===== src/rtl/fp_alu_pkg.sv =====
// fp_alu_pkg
// Shared definitions for the FP operation sequencer slice:
//   - ALU op code constants and sticky/per-op flag bit positions
//   - quiet-NaN patterns returned when the watchdog fires
//   - sequencer FSM state enum
//   - request-entry struct stored in the request FIFO
package fp_alu_pkg;

  localparam logic [2:0] OP_ADD = 3'b000;
  localparam logic [2:0] OP_SUB = 3'b001;
  localparam logic [2:0] OP_MUL = 3'b010;
  localparam logic [2:0] OP_DIV = 3'b011;

  // Flag vector layout: {invalid, div0, overflow, underflow, inexact}
  localparam int FLAG_INVALID   = 4;
  localparam int FLAG_DIV0      = 3;
  localparam int FLAG_OVERFLOW  = 2;
  localparam int FLAG_UNDERFLOW = 1;
  localparam int FLAG_INEXACT   = 0;

  localparam logic [31:0] QNAN_SINGLE = 32'h7FC0_0000;
  localparam logic [31:0] QNAN_HALF   = 32'h7E00_0000;

  // Entries carry a tag field wide enough for any supported TAG_W; the
  // sequencer only uses the low TAG_W bits.
  localparam int MAX_TAG_W = 16;

  typedef enum logic [1:0] {
    S_IDLE,
    S_ISSUE,
    S_DRAIN
  } seq_state_e;

  typedef struct packed {
    logic [MAX_TAG_W-1:0] tag;
    logic [31:0]          a;
    logic [31:0]          b;
    logic [2:0]           op;
    logic                 mode;
    logic                 round;
  } req_entry_t;

  // Default result when the ALU never answers: a quiet NaN in the
  // precision the operation was issued with.
  function automatic logic [31:0] timeout_nan(input logic mode);
    return mode ? QNAN_SINGLE : QNAN_HALF;
  endfunction

endpackage


===== src/rtl/fp_op_sequencer_if.sv =====
// fp_op_sequencer_if
// Bundles the request port, the ALU-facing port, the result port and the
// sticky/count status of the FP op sequencer.
//   slave  : the sequencer's view (takes requests and ALU answers, drives
//            ALU controls, results and status)
//   master : the environment's view (producer, ALU and consumer)
interface fp_op_sequencer_if #(
  parameter int TAG_W = 4
);
  logic             req_valid;
  logic             req_ready;
  logic [TAG_W-1:0] req_tag;
  logic [31:0]      req_a;
  logic [31:0]      req_b;
  logic [2:0]       req_op;
  logic             req_mode;
  logic             req_round;

  logic             alu_start;
  logic [31:0]      alu_op_a;
  logic [31:0]      alu_op_b;
  logic [2:0]       alu_op_code;
  logic             alu_mode_fp;
  logic             alu_round_mode;
  logic [31:0]      alu_result;
  logic             alu_valid_out;
  logic [4:0]       alu_flags;

  logic             res_valid;
  logic             res_ready;
  logic [TAG_W-1:0] res_tag;
  logic [31:0]      res_data;
  logic [4:0]       res_flags;
  logic             res_timeout;

  logic [4:0]       sticky_flags;
  logic             clr_sticky;
  logic [15:0]      op_count;

  modport slave (
    input  req_valid, req_tag, req_a, req_b, req_op, req_mode, req_round,
    input  alu_result, alu_valid_out, alu_flags,
    input  res_ready, clr_sticky,
    output req_ready,
    output alu_start, alu_op_a, alu_op_b, alu_op_code, alu_mode_fp, alu_round_mode,
    output res_valid, res_tag, res_data, res_flags, res_timeout,
    output sticky_flags, op_count
  );

  modport master (
    output req_valid, req_tag, req_a, req_b, req_op, req_mode, req_round,
    output alu_result, alu_valid_out, alu_flags,
    output res_ready, clr_sticky,
    input  req_ready,
    input  alu_start, alu_op_a, alu_op_b, alu_op_code, alu_mode_fp, alu_round_mode,
    input  res_valid, res_tag, res_data, res_flags, res_timeout,
    input  sticky_flags, op_count
  );

endinterface


===== src/rtl/fp_req_fifo.sv =====
// fp_req_fifo
// Synchronous DEPTH-entry FIFO of request entries with async reset.
//   clk, rst     : clock, async active-high reset (empties the FIFO)
//   push_i       : write push_data_i (ignored when full)
//   pop_i        : advance the read pointer (ignored when empty)
//   pop_data_o   : entry at the head
//   full_o       : no room for another push
//   empty_o      : no entry visible to the read side
module fp_req_fifo
  import fp_alu_pkg::*;
#(
  parameter int DEPTH = 4
) (
  input  logic       clk,
  input  logic       rst,
  input  logic       push_i,
  input  req_entry_t push_data_i,
  input  logic       pop_i,
  output req_entry_t pop_data_o,
  output logic       full_o,
  output logic       empty_o
);

  localparam int           AW      = $clog2(DEPTH);
  localparam logic [AW:0]  PTR_ONE = (AW+1)'(1);

  req_entry_t  mem_q [DEPTH];
  logic [AW:0] wr_ptr_q;
  logic [AW:0] rd_ptr_q;
  logic [AW:0] wr_vis_q;

  // The read side compares against a one-cycle-delayed copy of the write
  // pointer, so a freshly written entry is never popped on the edge right
  // after its write and the pop decision never sees same-cycle storage.
  always_ff @(posedge clk or posedge rst) begin
    if (rst) begin
      wr_ptr_q <= '0;
      rd_ptr_q <= '0;
      wr_vis_q <= '0;
    end else begin
      if (push_i && !full_o) wr_ptr_q <= wr_ptr_q + PTR_ONE;
      if (pop_i && !empty_o) rd_ptr_q <= rd_ptr_q + PTR_ONE;
      wr_vis_q <= wr_ptr_q;
    end
  end

  always_ff @(posedge clk) begin
    if (push_i && !full_o) mem_q[wr_ptr_q[AW-1:0]] <= push_data_i;
  end

  assign full_o     = (wr_ptr_q[AW] != rd_ptr_q[AW]) &&
                      (wr_ptr_q[AW-1:0] == rd_ptr_q[AW-1:0]);
  assign empty_o    = (wr_vis_q == rd_ptr_q);
  assign pop_data_o = mem_q[rd_ptr_q[AW-1:0]];

endmodule


===== src/rtl/fp_op_sequencer.sv =====
// fp_op_sequencer
// Issue stage in front of the FP ALU: queues tagged requests, issues them
// one at a time, holds alu_start until the ALU answers (or a watchdog
// expires), and returns each result with its tag on a valid/ready port.
// Also keeps sticky IEEE flags and a wrapping count of completed ops.
//   clk, rst : clock, async active-high reset
//   bus      : fp_op_sequencer_if.slave (request, ALU, result, status)
module fp_op_sequencer
  import fp_alu_pkg::*;
#(
  parameter int DEPTH   = 4,
  parameter int TAG_W   = 4,
  parameter int TIMEOUT = 64
) (
  input logic               clk,
  input logic               rst,
  fp_op_sequencer_if.slave  bus
);

  localparam int                WDOG_W    = $clog2(TIMEOUT);
  localparam logic [WDOG_W-1:0] WDOG_LAST = WDOG_W'(TIMEOUT - 1);
  localparam logic [WDOG_W-1:0] WDOG_ONE  = WDOG_W'(1);

  req_entry_t push_entry;
  req_entry_t pop_entry;
  logic       fifo_full;
  logic       fifo_empty;
  logic       push;
  logic       pop;
  logic       capture;
  logic [4:0] cap_flags;
  logic       unused_tag_hi;

  seq_state_e        state_q, state_d;
  logic [WDOG_W-1:0] wdog_q, wdog_d;
  logic              start_q, start_d;
  logic [31:0]       op_a_q, op_a_d;
  logic [31:0]       op_b_q, op_b_d;
  logic [2:0]        op_code_q, op_code_d;
  logic              mode_q, mode_d;
  logic              round_q, round_d;
  logic [TAG_W-1:0]  issue_tag_q, issue_tag_d;
  logic              res_valid_q, res_valid_d;
  logic [TAG_W-1:0]  res_tag_q, res_tag_d;
  logic [31:0]       res_data_q, res_data_d;
  logic [4:0]        res_flags_q, res_flags_d;
  logic              res_timeout_q, res_timeout_d;
  logic [4:0]        sticky_q, sticky_d;
  logic [15:0]       count_q, count_d;

  always_comb begin
    push_entry       = '0;
    push_entry.tag   = MAX_TAG_W'(bus.req_tag);
    push_entry.a     = bus.req_a;
    push_entry.b     = bus.req_b;
    push_entry.op    = bus.req_op;
    push_entry.mode  = bus.req_mode;
    push_entry.round = bus.req_round;
  end

  assign push = bus.req_valid && !fifo_full;

  fp_req_fifo #(.DEPTH(DEPTH)) u_fifo (
    .clk        (clk),
    .rst        (rst),
    .push_i     (push),
    .push_data_i(push_entry),
    .pop_i      (pop),
    .pop_data_o (pop_entry),
    .full_o     (fifo_full),
    .empty_o    (fifo_empty)
  );

  // Tag bits above TAG_W are always zero from the push side.
  assign unused_tag_hi = ^(pop_entry.tag >> TAG_W);

  always_comb begin
    state_d       = state_q;
    wdog_d        = wdog_q;
    start_d       = start_q;
    op_a_d        = op_a_q;
    op_b_d        = op_b_q;
    op_code_d     = op_code_q;
    mode_d        = mode_q;
    round_d       = round_q;
    issue_tag_d   = issue_tag_q;
    res_valid_d   = res_valid_q;
    res_tag_d     = res_tag_q;
    res_data_d    = res_data_q;
    res_flags_d   = res_flags_q;
    res_timeout_d = res_timeout_q;
    count_d       = count_q;
    pop           = 1'b0;
    capture       = 1'b0;
    cap_flags     = '0;

    if (res_valid_q && bus.res_ready) res_valid_d = 1'b0;

    unique case (state_q)
      // Only pop when the result slot is free (or being freed this edge),
      // so a new capture can never overwrite an unaccepted result.
      S_IDLE: begin
        if (!fifo_empty && (!res_valid_q || bus.res_ready)) begin
          pop         = 1'b1;
          op_a_d      = pop_entry.a;
          op_b_d      = pop_entry.b;
          op_code_d   = pop_entry.op;
          mode_d      = pop_entry.mode;
          round_d     = pop_entry.round;
          issue_tag_d = pop_entry.tag[TAG_W-1:0];
          start_d     = 1'b1;
          wdog_d      = '0;
          state_d     = S_ISSUE;
        end
      end
      // A real answer wins over a watchdog expiry in the same cycle.
      S_ISSUE: begin
        if (bus.alu_valid_out) begin
          capture       = 1'b1;
          res_data_d    = bus.alu_result;
          cap_flags     = bus.alu_flags;
          res_timeout_d = 1'b0;
        end else if (wdog_q == WDOG_LAST) begin
          capture                 = 1'b1;
          res_data_d              = timeout_nan(mode_q);
          cap_flags[FLAG_INVALID] = 1'b1;
          res_timeout_d           = 1'b1;
        end else begin
          wdog_d = wdog_q + WDOG_ONE;
        end
        if (capture) begin
          res_valid_d = 1'b1;
          res_flags_d = cap_flags;
          res_tag_d   = issue_tag_q;
          start_d     = 1'b0;
          count_d     = count_q + 16'd1;
          state_d     = S_DRAIN;
        end
      end
      // Let the ALU drop valid_out before issuing again.
      S_DRAIN: begin
        if (!bus.alu_valid_out) state_d = S_IDLE;
      end
      default: state_d = S_IDLE;
    endcase

    // Flags captured alongside a clear survive it.
    sticky_d = (bus.clr_sticky ? 5'b0 : sticky_q) | cap_flags;
  end

  always_ff @(posedge clk or posedge rst) begin
    if (rst) begin
      state_q       <= S_IDLE;
      wdog_q        <= '0;
      start_q       <= 1'b0;
      op_a_q        <= '0;
      op_b_q        <= '0;
      op_code_q     <= '0;
      mode_q        <= 1'b0;
      round_q       <= 1'b0;
      issue_tag_q   <= '0;
      res_valid_q   <= 1'b0;
      res_tag_q     <= '0;
      res_data_q    <= '0;
      res_flags_q   <= '0;
      res_timeout_q <= 1'b0;
      sticky_q      <= '0;
      count_q       <= '0;
    end else begin
      state_q       <= state_d;
      wdog_q        <= wdog_d;
      start_q       <= start_d;
      op_a_q        <= op_a_d;
      op_b_q        <= op_b_d;
      op_code_q     <= op_code_d;
      mode_q        <= mode_d;
      round_q       <= round_d;
      issue_tag_q   <= issue_tag_d;
      res_valid_q   <= res_valid_d;
      res_tag_q     <= res_tag_d;
      res_data_q    <= res_data_d;
      res_flags_q   <= res_flags_d;
      res_timeout_q <= res_timeout_d;
      sticky_q      <= sticky_d;
      count_q       <= count_d;
    end
  end

  assign bus.req_ready      = !fifo_full;
  assign bus.alu_start      = start_q;
  assign bus.alu_op_a       = op_a_q;
  assign bus.alu_op_b       = op_b_q;
  assign bus.alu_op_code    = op_code_q;
  assign bus.alu_mode_fp    = mode_q;
  assign bus.alu_round_mode = round_q;
  assign bus.res_valid      = res_valid_q;
  assign bus.res_tag        = res_tag_q;
  assign bus.res_data       = res_data_q;
  assign bus.res_flags      = res_flags_q;
  assign bus.res_timeout    = res_timeout_q;
  assign bus.sticky_flags   = sticky_q;
  assign bus.op_count       = count_q;

endmodule


===== src/flat_wrapper.sv =====
// flat-port wrapper written by rule: the top's interface ports become plain ports
module fp_op_sequencer_flat import fp_alu_pkg::*;
#(
  parameter int DEPTH   = 4,
  parameter int TAG_W   = 4,
  parameter int TIMEOUT = 64
)
  (clk, rst, bus_req_valid, bus_req_tag, bus_req_a, bus_req_b, bus_req_op, bus_req_mode, bus_req_round, bus_alu_result, bus_alu_valid_out, bus_alu_flags, bus_res_ready, bus_clr_sticky, bus_req_ready, bus_alu_start, bus_alu_op_a, bus_alu_op_b, bus_alu_op_code, bus_alu_mode_fp, bus_alu_round_mode, bus_res_valid, bus_res_tag, bus_res_data, bus_res_flags, bus_res_timeout, bus_sticky_flags, bus_op_count);
  fp_op_sequencer_if #(.TAG_W(TAG_W)) bus_i ();
  input logic clk;
  input logic rst;
  input wire logic [$bits(bus_i.req_valid)-1:0] bus_req_valid;
  input wire logic [$bits(bus_i.req_tag)-1:0] bus_req_tag;
  input wire logic [$bits(bus_i.req_a)-1:0] bus_req_a;
  input wire logic [$bits(bus_i.req_b)-1:0] bus_req_b;
  input wire logic [$bits(bus_i.req_op)-1:0] bus_req_op;
  input wire logic [$bits(bus_i.req_mode)-1:0] bus_req_mode;
  input wire logic [$bits(bus_i.req_round)-1:0] bus_req_round;
  input wire logic [$bits(bus_i.alu_result)-1:0] bus_alu_result;
  input wire logic [$bits(bus_i.alu_valid_out)-1:0] bus_alu_valid_out;
  input wire logic [$bits(bus_i.alu_flags)-1:0] bus_alu_flags;
  input wire logic [$bits(bus_i.res_ready)-1:0] bus_res_ready;
  input wire logic [$bits(bus_i.clr_sticky)-1:0] bus_clr_sticky;
  output wire logic [$bits(bus_i.req_ready)-1:0] bus_req_ready;
  output wire logic [$bits(bus_i.alu_start)-1:0] bus_alu_start;
  output wire logic [$bits(bus_i.alu_op_a)-1:0] bus_alu_op_a;
  output wire logic [$bits(bus_i.alu_op_b)-1:0] bus_alu_op_b;
  output wire logic [$bits(bus_i.alu_op_code)-1:0] bus_alu_op_code;
  output wire logic [$bits(bus_i.alu_mode_fp)-1:0] bus_alu_mode_fp;
  output wire logic [$bits(bus_i.alu_round_mode)-1:0] bus_alu_round_mode;
  output wire logic [$bits(bus_i.res_valid)-1:0] bus_res_valid;
  output wire logic [$bits(bus_i.res_tag)-1:0] bus_res_tag;
  output wire logic [$bits(bus_i.res_data)-1:0] bus_res_data;
  output wire logic [$bits(bus_i.res_flags)-1:0] bus_res_flags;
  output wire logic [$bits(bus_i.res_timeout)-1:0] bus_res_timeout;
  output wire logic [$bits(bus_i.sticky_flags)-1:0] bus_sticky_flags;
  output wire logic [$bits(bus_i.op_count)-1:0] bus_op_count;
  assign bus_i.req_valid = bus_req_valid;
  assign bus_i.req_tag = bus_req_tag;
  assign bus_i.req_a = bus_req_a;
  assign bus_i.req_b = bus_req_b;
  assign bus_i.req_op = bus_req_op;
  assign bus_i.req_mode = bus_req_mode;
  assign bus_i.req_round = bus_req_round;
  assign bus_i.alu_result = bus_alu_result;
  assign bus_i.alu_valid_out = bus_alu_valid_out;
  assign bus_i.alu_flags = bus_alu_flags;
  assign bus_i.res_ready = bus_res_ready;
  assign bus_i.clr_sticky = bus_clr_sticky;
  assign bus_req_ready = bus_i.req_ready;
  assign bus_alu_start = bus_i.alu_start;
  assign bus_alu_op_a = bus_i.alu_op_a;
  assign bus_alu_op_b = bus_i.alu_op_b;
  assign bus_alu_op_code = bus_i.alu_op_code;
  assign bus_alu_mode_fp = bus_i.alu_mode_fp;
  assign bus_alu_round_mode = bus_i.alu_round_mode;
  assign bus_res_valid = bus_i.res_valid;
  assign bus_res_tag = bus_i.res_tag;
  assign bus_res_data = bus_i.res_data;
  assign bus_res_flags = bus_i.res_flags;
  assign bus_res_timeout = bus_i.res_timeout;
  assign bus_sticky_flags = bus_i.sticky_flags;
  assign bus_op_count = bus_i.op_count;
  fp_op_sequencer #(.DEPTH(DEPTH), .TAG_W(TAG_W), .TIMEOUT(TIMEOUT)) u_core (.clk(clk), .rst(rst), .bus(bus_i));
endmodule

===== config.mk =====
export PLATFORM = sky130hd
export DESIGN_NAME = fp_op_sequencer_flat
export DESIGN_NICKNAME = d
export VERILOG_FILES = /design/src/rtl/fp_alu_pkg.sv /design/src/rtl/fp_op_sequencer_if.sv /design/src/rtl/fp_req_fifo.sv /design/src/rtl/fp_op_sequencer.sv /design/src/flat_wrapper.sv
export SDC_FILE = /design/constraint.sdc
export NUM_CORES = 1
export LEC_CHECK = 0
export BUFFER_PORTS_ARGS = -buffer_cell sky130_fd_sc_hd__buf_2
export CORE_MARGIN = 2
export CORE_UTILIZATION = 51
export CTS_CLUSTER_DIAMETER = 150
export DETAILED_ROUTE_END_ITERATION = 8
export PLACE_DENSITY_LB_ADDON = 0.2
export SYNTH_ARGS = -nofsm -noshare
export SYNTH_HDL_FRONTEND = slang
export SYNTH_SLANG_ARGS = --single-unit

===== constraint.sdc =====
create_clock -name clk -period 4.45 [get_ports clk]
set_input_delay 0.6675 -clock clk [delete_from_list [all_inputs] [get_ports clk]]
set_output_delay 0.6675 -clock clk [all_outputs]
set_load 0.005 [all_outputs]

# Yosys cells after proc, flatten, opt, wreduce, memory -nomap -nowiden
# Memories as Yosys holds them, arrays and structs flattened. A register that Yosys moved wholly into a read port is not among the register bits.
# Cells that the tools add are included.
# op_classes
add_sub_neg	4
eq_ne	11
n_mux	30
bitwise	1
reduce_logical	19
# ops
operator	n
$mux W32	2
$mux W25	1
$mux W6	3
$add A16 B1 Y16 const B	1
$mux W1	15
$pmux W6 S2	1
$mux W5	2
$add A3 B1 Y3 const B	2
$add A6 B1 Y6 const B	1
$eq A6 B6 Y1 const B	1
$logic_and A1 B1 Y1	6
$mux W2	3
$ne A2 B2 Y1 const B	3
$pmux W2 S3	1
$reduce_and A2 Y1	3
$reduce_and A3 Y1	2
$or A5 B5 Y5	1
$mux W4	1
$ne A2 B1 Y1 const B	2
$reduce_and A4 Y1	1
$reduce_bool A2 Y1	2
$eq A3 B3 Y1	1
$logic_not A1 Y1	3
$eq A2 B1 Y1 const B	1
6 further kinds	6
# totals
ff_bits	82
ramBits	292
input_bits	116
out_inout_bits	135
n_memories	1
# mem_list
name	depth	width	rd	rd_clocked_by_memory_dff	wr	line_no	source
u_core.u_fifo.mem_q	4	73	1	1	1	fp_req_fifo.sv:27	req_entry_t mem_q [DEPTH];

# Longest topological paths before layout
# Gate-level depths: netlist of run 1.
# depth
word_depth	7
ltp_mapped	8

# By module
# From an unflattened synthesis of run 1, not the netlist that was laid out.
# unflattened
hier_cells	1082
hier_area_um2	18599.1
# modules_own_cells
mod	n_inst	cells_per_inst	area_per_inst_um2	seq_area_each_um2
fp_req_fifo	1	500	12862.3	10435.0
fp_op_sequencer	1	582	5736.8	3653.5

# Worst setup path before layout of run 1
# OpenSTA, ideal clock, no wires.
# synth_path
path_kind	register to register
start	register u_core.u_fifo.rd_ptr_q[0]
end	memory u_core.u_fifo.mem_q[3][0] (netlist bit), enable pin
setup_time_ns	0.441
arrival_time_ns	2.958
required_ns	4.009
slack_ns	1.051
stages_incl_launch_ff	6
period_less_slack_ns	3.399
cell_sequence	dfrtp_1 -> buf_2 -> buf_4 -> xnor2_1 -> a31oi_1 -> and2_1
# synth_via
elab_chain_cells	7
# synth_rtl
item	line_no	source
from (decl)	fp_req_fifo.sv:29	logic [AW:0] rd_ptr_q;
from (signal assigned)	fp_req_fifo.sv:42	if (pop_i && !empty_o) rd_ptr_q <= rd_ptr_q + PTR_ONE;
$eq A2 B2 Y1 *	fp_req_fifo.sv:52	(wr_ptr_q[AW-1:0] == rd_ptr_q[AW-1:0]);
$logic_and A1 B1 Y1 *	fp_req_fifo.sv:51	assign full_o = (wr_ptr_q[AW] != rd_ptr_q[AW]) &&
$logic_not A1 Y1 *	fp_req_fifo.sv:48, fp_op_sequencer.sv:61	
$logic_and A1 B1 Y1	fp_op_sequencer.sv:61	assign push = bus.req_valid && !fifo_full;
$logic_and A1 B1 Y1 *	fp_req_fifo.sv:48	if (push_i && !full_o) mem_q[wr_ptr_q[AW-1:0]] <= push_data_i;
$mux W1 *	fp_req_fifo.sv:48	
$mux W1 (implied by the code) *	fp_req_fifo.sv:48	
to (decl)	fp_req_fifo.sv:27	
# Mark *: on every way between the ends. The rest lies on a longest branch, timed or not.

# Worst setup path after layout of run 1
# layout_path
start	register u_core.u_fifo.rd_ptr_q[0]
end	register u_core.op_a_q[24] (netlist: u_core.bus.alu_op_a[24])
# layout_via
elab_chain_cells	4
# layout_rtl
item	line_no	source
$eq A3 B3 Y1	fp_req_fifo.sv:53	assign empty_o = (wr_vis_q == rd_ptr_q);
$logic_not A1 Y1	fp_op_sequencer.sv:103	if (!fifo_empty && (!res_valid_q || bus.res_ready)) begin
$logic_and A1 B1 Y1	fp_op_sequencer.sv:103	
$reduce_and A2 Y1 (no line)	--	
to (signal assigned)	fp_op_sequencer.sv:173	op_a_q <= op_a_d;
to (decl)	fp_op_sequencer.sv:37	logic [31:0] op_a_q, op_a_d;
# Parallel ways exist; a longest one is shown, timed or not.
# A chain may end at the register's enable or synchronous reset.

==> impl.org, run 1 <==
** Routing
- WL final :: 32370 µm
- The first detailed-routing pass took 6 iterations.
- Routed len/inst :: 20.55 µm
- Dividing the detail-routed via count by the number of cells gives 5.371.
- DRC viols :: 0
- Via Count :: 8459
- Remaining number of nets flagged by the antenna check after routing :: 0
- The first routing iteration left 528 violations.

** Yosys
- The cell area that synthesis handed to floorplanning was 0.01673 mm².
- Of the synthesized area, sequential elements account for 0.7561.
- In this run, synthesis inferred 292 flip-flops with an integrated enable.
- In this run the mean area of a mapped cell was 20.42 µm².
- The most used flip-flop cell after synthesis is edfxtp_1.
- Ys async rst share :: 0.3468
- Counting flops and latches in the post-synthesis netlist gives 447.
- Counting every net in the synthesized netlist gives 942.
- Number of warnings issued by yosys :: 0
- After technology mapping, the gate count stands at 819.
- Netlist cell types :: 43

** Setup path
- Critical-path cell list :: buf_4 -> buf_4 -> mux4_2 -> mux2_4
- Crit path DAT :: 3.31 ns
- Startpoint of the worst register-to-register path :: u_core.u_fifo.rd_ptr_q[0]$_DFFE_PP0P_
- Crit-path most repeated cell :: buf_4
- Critical Path Start Type :: flop
- For this run, the slowest stage of the critical path takes 0.67 ns.
- Required time at the endpoint of the critical path :: 4.86 ns
- Maximum net fanout on the critical path :: 33
- Startpoint-to-endpoint class of the critical path :: reg -> reg
- Start point of the critical path :: u_core.u_fifo.rd_ptr_q[0]$_DFFE_PP0P_
- Among all stages on the critical path, the largest delay is contributed by buf_4.
- Element type at the critical path end :: flop

** Timing
- Total negative slack :: 0 ns
- The number of max-slew violations in the final report came to 0.
- Setup violations remaining at the end of the flow were counted as 0.
- Max Freq :: 344.9 MHz
- Clock skew :: 0.02283 ns
- For the finished layout, the period the worst path requires is 2.900 ns.
- Share of the cycle needed by the critical path after routing :: 0.6516
- Setup repair after global routing missed its margin :: no
- Crit path setup slack, layout :: 1.550 ns
- For the pin with the worst max-slew slack, the measured transition is 1.012 ns.
- Headroom to the max-slew limit :: 0.3250
- The number of hold violations in the final report came to 0.

** GRT
- Entering global routing, the biggest net connects 66 pins.
- Congestion Overflow GR :: 0
- The number of global-route vias before repair is 8765.
- The number of antenna violations at the first check in global routing was 8.
- The first global-routing pass estimated 49920 µm of wire.
- For this run, the total global-route usage over all layers was measured as 0.1930.

** Clock network
- Gates resized during post-CTS repair numbered 0.
- The clock net in this run drives a total of 447 sinks.
- The tree is rooted in a clkbuf_16.
- At the later pin of the worst-skew pair, clock insertion delay measures 0.54 ns.
- Clock slew at reported path FFs :: 0.06 ns
- For this design, the CTS-stage hold fixing added 0 buffers.
- Clock tree from TritonCTS :: yes
- Buffers added to address setup during post-CTS repair amount to 0.
- # H-tree levels :: 2
- In this run the deepest clock path goes through 3 buffers.
- Num CTS Buffers :: 46

** Layout
- Count of placed standard cells in the final layout, fillers left out :: 1575
- Count of nets after finishing :: 1215
- Signed area change from the synthesized netlist to the final layout :: 19.48%
- Fraction of final layout cells sized beyond drive strength 1 :: 0.4349

** Power
- LEAKAGE :: 0.007736 µW
- Worst IR drop on VDD :: 0.0004361 V
- Power spread over the standard cell area amounts to 720.2 mW/mm².

** Placement
- At the placement stage, the worst setup path has a slack of 1.464 ns.
- Final estimated routing congestion in global placement :: 0.7302
- Number of buffers added on ports :: 250
- Summed over all nets, the half-perimeter wirelength after detailed placement is 19920 µm.
- Placed Cells :: 1486

** Floorplan
- In this run the vertical extent of the chip is 185.1 µm.
- The die is 185.1 µm wide.
- Boundary Pins :: 251
- Row generation in the floorplan step produced 66 rows.
- Core outline area :: 0.03245 mm²
- For this configuration, the core starts out at a cell density of 0.5154.
- The die covers 0.03426 mm².

** Status
- The flow ran to the end, and the final reports show no timing, DRC or antenna violations.

** Worst hold path
- Hold crit path type :: in -> reg
- The worst hold path begins at bus_req_b[1].

** Run
- Max-Cap Viols :: 0
==> registers in the layout (all words and copies together) (netlist names), 2 cells and up <==
register	count
u_core.bus.alu_op_a	32
u_core.bus.alu_op_b	32
u_core.bus.alu_op_code	3
u_core.bus.op_count	16
u_core.bus.res_data	32
u_core.bus.res_flags	5
u_core.bus.res_tag	4
u_core.bus.sticky_flags	5
u_core.issue_tag_q	4
u_core.state_q	2
u_core.u_fifo.mem_q	292
u_core.u_fifo.rd_ptr_q	3
u_core.u_fifo.wr_ptr_q	3
u_core.u_fifo.wr_vis_q	3
u_core.wdog_q	6
==> layer usage <==
layer | part of all wire | vias up | GRT usage | routed length [µm]
met2 | 0.49 | 271 | 0.3255 | 15970
met5 | 0.0015 | - | 0 | 48
met1 | 0.42 | 4334 | 0.2568 | 13640
li1 | - | 3792 | - | -
met4 | 0.017 | 8 | 0.04476 | 552
met3 | 0.066 | 54 | 0.04601 | 2151
==> critical path: cells and delay by family (launching register included) <==
kind | cells | cell delay, ns
flops | 1 | 0.60
mux | 2 | 0.86
buf+inv | 2 | 1.26
==> worst paths after layout <==
kind,endpoint,slack (ns),cells past startpoint
max,u_core.bus.alu_op_a[24]$_DFFE_PP0P_,1.55,4
min,u_core.u_fifo.mem_q[3][6]$_DFFE_PP_,0.35,1
max reg2reg,u_core.bus.alu_op_a[24]$_DFFE_PP0P_,1.55,4
min reg2reg,u_core.u_fifo.wr_vis_q[2]$_DFF_PP0_,0.44,0
max in group asynchronous,u_core.u_fifo.wr_vis_q[1]$_DFF_PP0_,3.03,3
min in group asynchronous,u_core.bus.res_data[11]$_DFFE_PP0P_,0.37,2
==> synthesized netlist by cell type (2+ instances only) <==
cell	n	area, µm²
a21o_1	3	22.52
a21oi_1	4	20.02
a22o_1	27	236.5
a31oi_1	2	12.51
and2_1	7	43.79
and3_1	2	12.51
buf_12	3	60.06
buf_2	15	75.07
buf_4	6	45.04
clkbuf_1	14	52.55
dfrtp_1	155	3879
edfxtp_1	292	8768
ha_1	7	87.58
inv_1	12	45.04
mux2_1	7	78.83
mux2_2	53	596.8
mux2_4	20	300.3
mux4_2	73	1644
nand2_1	16	60.06
nand2b_1	2	12.51
nand3_1	9	45.04
nand4_1	3	18.77
nor2_1	4	15.01
nor2b_1	4	25.02
nor3_1	5	25.02
nor4_1	3	18.77
nor4b_1	3	26.28
o21ai_0	24	120.1
o22a_1	6	52.55
or2_2	2	12.51
xnor2_1	14	122.6
xor2_1	11	96.34
==> cell usage in the layout, fill, tap and decap left out, types with 3 or more instances in the layout <==
master and instances:
bufinv_16 3, and2_4 5, dfrtp_1 153, nor2_1 4, o22a_1 6, xor2_1 11, ha_1 7, o21ai_0 24
clkinv_1 10, nand4_1 3, a21o_1 3, a22o_1 27, clkbuf_1 8, clkinv_2 5, nor4b_1 3, diode_2 4
mux2_1 7, buf_2 250, nor3_1 5, buf_12 4, mux4_2 73, clkbuf_8 7, clkbuf_16 48, a21oi_1 4
mux2_2 53, nand2_1 16, buf_4 10, mux2_4 20, inv_1 11, nand3_1 9, xnor2_1 14, nor2b_1 4
nor4_1 3, edfxtp_1 292, clkinvlp_4 3
==> power breakdown <==
part,leakage [µW],total (µW),switching (µW),internal (µW)
Sequential,0.00455,6390,608,5780
Clock,0.000738,3770,1510,2260
Combinational,0.00245,4230,1980,2250
Total,0.00774,14400,4100,10300
==> cells by family after synthesis <==
group | synth area share
AOI/OAI and AO/OA | 0.03000
xor gates and xnor gates | 0.01309
adders and majority gates | 0.005236
buffers and inverters | 0.01750
DFF | 0.7561
muxes | 0.1566
and+or+nand+nor | 0.02139
==> cell type report <==
cell class | count | area (µm²)
fillers | 2392 | 12470
multi-input cells | 321 | 3799
inverters | 12 | 48.80
flip-flops and latches | 447 | 12650
well taps | 442 | 553.0
clock inverters | 22 | 185.2
repair buffers | 264 | 1406
diodes | 4 | 10.01
clock buffers | 63 | 1328
==> metrics by stage <==
step	utilization	hold WS (ns)	area, µm²	total power, µW
after floorplan	-	0.4089	16730	9425
after global placement	0.5689	0.4249	18460	10700
after detailed placement	0.5689	0.4236	18460	10810
after CTS	0.6155	0.3253	19970	14600
after global routing	0.6155	0.3296	19980	15190
final	0.6158	0.3503	19980	14390
No activity file was read; power rests on OpenSTA's default activity.
==> run 2, diff against run 1 <==
Settings changed: ABC_AREA from default to 1.
Clock period 4.45 ns to 2.3 ns, I/O delays scaled along.
==> run 2 against run 1 <==
  * The run now ends with negative hold slack left
  * Critical path type unchanged
  * Total power rose by 97%
  * Cell area rose by 3.9%
  * Wire length rose by 16%
  * First-iteration DRC count rose by 72%
  * Sequential share of layout area fell by 2.4 points
  * Clock power rose by 91%
  * Critical path depth rose by 4
  * Register-to-register slack got worse by 1.2 ns
  * Sequential power rose by 89%
  * Clock-buffer cell count rose by 3
  * Largest power group unchanged
==> impl.org, run 2 <==
** Status
- Status :: finished, violations left
- The final reports fail on negative hold slack.

** Clock network
- Clock tree from TritonCTS :: yes
- Clock slew at reported path FFs :: 0.06 ns (about the same)
- The total clock buffers created by CTS is 46 (unchanged).
- Clock sink count :: 447 (unchanged)
- The clock latency reported for the late side of the worst-skew pair is 0.55 ns (about the same).
- # H-tree levels :: 2 (unchanged)
- The worst-case clock buffer depth came to 3 (unchanged).
- CTS placed an instance of clkbuf_16 at the clock tree root.
- The post-CTS repair timing setup buffer count came to 0 (unchanged).

** Yosys
- The synthesized-area fraction occupied by adder cells was 0.005045 (-0.0001917).
- The multiplexer share of the synthesized area came to 0 (-0.1566).
- Synthesized-area fraction occupied by and/or/nand/nor cells :: 0.1027 (+0.08130)
- Most instantiated library cell after synthesis :: edfxtp_1
- The count of flip-flops with a built-in enable after synthesis came to 292 (unchanged).
- The proportion of register bits with asynchronous set or reset after synthesis came to 0.3468 (unchanged).
- Leading register cell type out of synthesis :: edfxtp_1
- Cell count after synthesis :: 1461 (+78%)
- Post-Syn Nets :: 1584 (+68%)
- Biggest area consumer among synthesized cells :: edfxtp_1
- The flop and latch count out of synthesis was 447 (unchanged).
- Post-synthesis sequential area ratio :: 0.7285 (-0.02768)
- Main combinational cell family by area after synthesis :: compound AO/OA/AOI/OAI gates
- Ranked by instance count, the synthesized netlist is headed by edfxtp_1 (292), nor2_1 (245), o21ai_0 (213), nand2_1 (171), dfrtp_1 (155).
- The mean area per synthesized cell came to 11.88 µm² (-42%).
- Netlist cell types :: 31 (-28%)
- Number of warnings issued by yosys :: 0 (unchanged)
- The compound-cell area share of the yosys netlist is 0.1056 (+0.07558).
- The area share of the leading cell type in the synthesized netlist came to 0.5050 (-0.01919).
- Cell types with the largest area share after synthesis :: edfxtp_1 (51%), dfrtp_1 (22%), o21ai_0 (6.1%)
- The cell area after synthesis came to 0.01736 mm² (+3.8%).
- The post-synthesis share of cell area spent on xor and xnor gates is 0.007567 (-0.005524).

** Setup path
- The number of cell instances on the worst register-to-register path came to 8 (+4).
- Critical-path cell list :: buf_4 -> nand2_1 -> nand2_1 -> nand3_2 -> nand3_4 -> buf_12 -> nand2_1 -> o21ai_1
- Startpoint-to-endpoint class of the critical path :: reg -> reg
- The critical path required time came to 2.77 ns (-2.09 ns).
- The number of cells on the critical path came to 8 (+4).
- Cell family with the largest share of critical-path delay :: buffers and inverters
- Among the stages of the critical path, the cell type that occurs most often is nand2_1.
- Among all stages on the critical path, the largest delay is contributed by dfrtp_4.
- The delay of the slowest cell on the worst path was 0.45 ns (-0.22 ns).
- The worst endpoint data arrival time is 2.45 ns (-0.86 ns).
- The maximum net fanout on the critical path came to 98 (+200%).
- Critical Path Start Type :: flop
- STA classifies the critical path endpoint as a flop.
- Buf/Inv on CP :: 2 (unchanged)

** Layout
- The final cell count without fillers was 2209 (+40%).
- Most common library cell in the layout ignoring fill and taps :: edfxtp_1
- The area growth from synthesis to layout is 19.55% (about the same).
- Max FFs per register :: 292 (unchanged)
- The number of nets at the end of the flow came to 1841 (+52%).
- Fraction of final layout cells sized beyond drive strength 1 :: 0.2022 (-0.2327)
- Leaving out fill and tap cells, the most frequent cells in the layout are edfxtp_1 (292), buf_2 (250), nor2_1 (241).
- The post-route core utilization came to 0.6190 (+0.003217).

** Floorplan
- Width of the chip :: 188.5 µm (+1.8%)
- Vertical extent of the die :: 188.5 µm (+1.8%)
- Effective utilization at floorplan :: 0.5178 (+0.002378)
- The area of the core region was 0.03353 mm² (+3.3%).
- Number of core rows :: 67 (+1.5%)
- Die ar. :: 0.03553 mm² (+3.7%)
- Boundary Pins :: 251 (unchanged)

** Timing
- The highest attainable clock frequency was 503.2 MHz (+46%).
- Final number of max-transition violations :: 0 (unchanged)
- Finish-stage setup viols :: 0 (unchanged)
- Hold slack final :: -0.04640 ns (-0.3967 ns)
- The clock skew after layout came to 0.01542 ns (-0.007419 ns).
- The minimum clock period after layout was 1.987 ns (-0.9124 ns).
- The number of hold violations in the final report was 24 (+24).
- Total negative slack :: 0 ns (unchanged)
- The remaining max-slew budget at the tightest pin is 0.5114 (+0.1864).
- Setup repair after global routing left no endpoint under its margin.
- Share of the cycle needed by the critical path after routing :: 0.8640 (+0.2124)
- Actual slew at the worst max-slew pin :: 0.7321 ns (-0.2804 ns)

** Power
- The leakage power of the design came to 0.008628 µW (+12%).
- Power density normalized to cell area :: 1369 mW/mm² (+90%)
- Worst IR drop on VDD :: 0.001179 V (+170%)

** Placement
- Placed Cells :: 2105 (+42%)
- Post-detail-place hpwl :: 22780 µm (+14%)
- Final estimated routing congestion in global placement :: 0.8263 (+13%)
- The number of port buffers came to 250 (unchanged).

** Routing
- Remaining number of nets flagged by the antenna check after routing :: 0 (unchanged)
- Routed len/inst :: 16.98 µm (-17%)
- The starting DRC count in detailed routing came to 908 (+72%).
- WL final :: 37510 µm (+16%)
- The vias after detailed routing was 11440 (+35%).
- First-pass detailed-route iteration total :: 6 (unchanged)
- The DRC violation count after routing was 0 (unchanged).
- Mean number of vias per cell :: 5.178 (-3.6%)

** GRT
- Pin count of the biggest net entering global routing :: 108 (+64%)
- The number of antenna violations at the first check in global routing is 7 (-1).
- The overall global routing resource usage is 0.2106 (+0.01768).
- The number of global-route vias before repair was 10860 (+24%).
- The leftover overflow at the end of global routing is 0 (unchanged).
- The wire length of the first global-routing pass was 59390 µm (+19%).

** Run
- Max-Cap Viols :: 0 (unchanged)

** Worst hold path
- Hold crit path type :: in -> async
[run 2: cell count changes after synthesis, sizes merged, moves of 11 or more]
cell	delta
nand2	+156
mux4	-73
mux2	-80
o21ai	+280
nand3	+11
buf	+17
nor2	+242
clkbuf	+19
inv	+110
[run 2: repair_timing]
item                       in CTS  in global routing
setup endpoints to repair       0                  0
resized for setup               0                  0
hold endpoints to repair       41                  4
hold buffers                   12                  1
[run 2: final timing paths]
check                                                      start                                    end  slack [ns]
setup / recovery           u_core.u_fifo.rd_ptr_q[1]$_DFFE_PP0P_     u_core.bus.alu_op_b[5]$_DFFE_PP0P_        0.31
hold / removal                                               rst     u_core.bus.op_count[9]$_DFFE_PP0P_       -0.05
setup reg to reg           u_core.u_fifo.rd_ptr_q[1]$_DFFE_PP0P_     u_core.bus.alu_op_b[5]$_DFFE_PP0P_        0.31
hold reg to reg            u_core.u_fifo.wr_ptr_q[2]$_DFFE_PP0P_    u_core.u_fifo.wr_vis_q[2]$_DFF_PP0_        0.48
max in group asynchronous                                    rst  u_core.u_fifo.rd_ptr_q[1]$_DFFE_PP0P_        1.73
min in group clk                                   bus_req_b[13]   u_core.u_fifo.mem_q[3][18]$_DFFE_PP_        0.02
[run 2: area by class of cell]
type                    instances  area [µm²]
well taps                     448       560.5
flip-flops and latches        447       12650
clock buffers                  66        1286
multi-input cells             817        3882
diodes                          5       12.51
repair buffers                284        1702
clock inverters                20       193.9
inverters                     122       464.2
fillers                      2653       12780
[run 2: logic make-up (layout without fill, tap and decap cells)]
group	after synthesis	in the layout
xor+xnor	15	15
fa+ha+maj	7	7
compound gates	342	342
simple gates	453	453
buf+inv	197	492
other cells	0	5
flops	447	447
[run 2: routing by layer]
layer / up-vias / share of wire / GRT usage
li1: 5527 / - / -
met1: 5511 / 0.44 / 0.2914
met2: 347 / 0.48 / 0.3413
met3: 49 / 0.067 / 0.04265
met4: 4 / 0.018 / 0.06070
met5: - / 0.00072 / 0
[run 2: tightest hold or removal path, delay by kind of cell]
kind / cells / cell delay (ns)
buf+inv: 3 / 0.60
[run 2: metrics by stage]
step                setup slack (ns)  total power, µW  area (µm²)
finish                        0.3128            28410       20760
global route                 0.09999            30440       20750
CTS                           0.2813            28740       20730
detailed placement            0.3085            21450       19130
global placement              0.3680            21180       19130
floorplan                    -0.2687            18220       17420
[run 2: power breakdown]
part / leakage (µW) / internal [µW] / switching [µW]
Combinational: 0.00333 / 3240 / 5880
Clock: 0.000714 / 4240 / 2960
Sequential: 0.00458 / 11100 / 967
Total: 0.00863 / 18600 / 9810
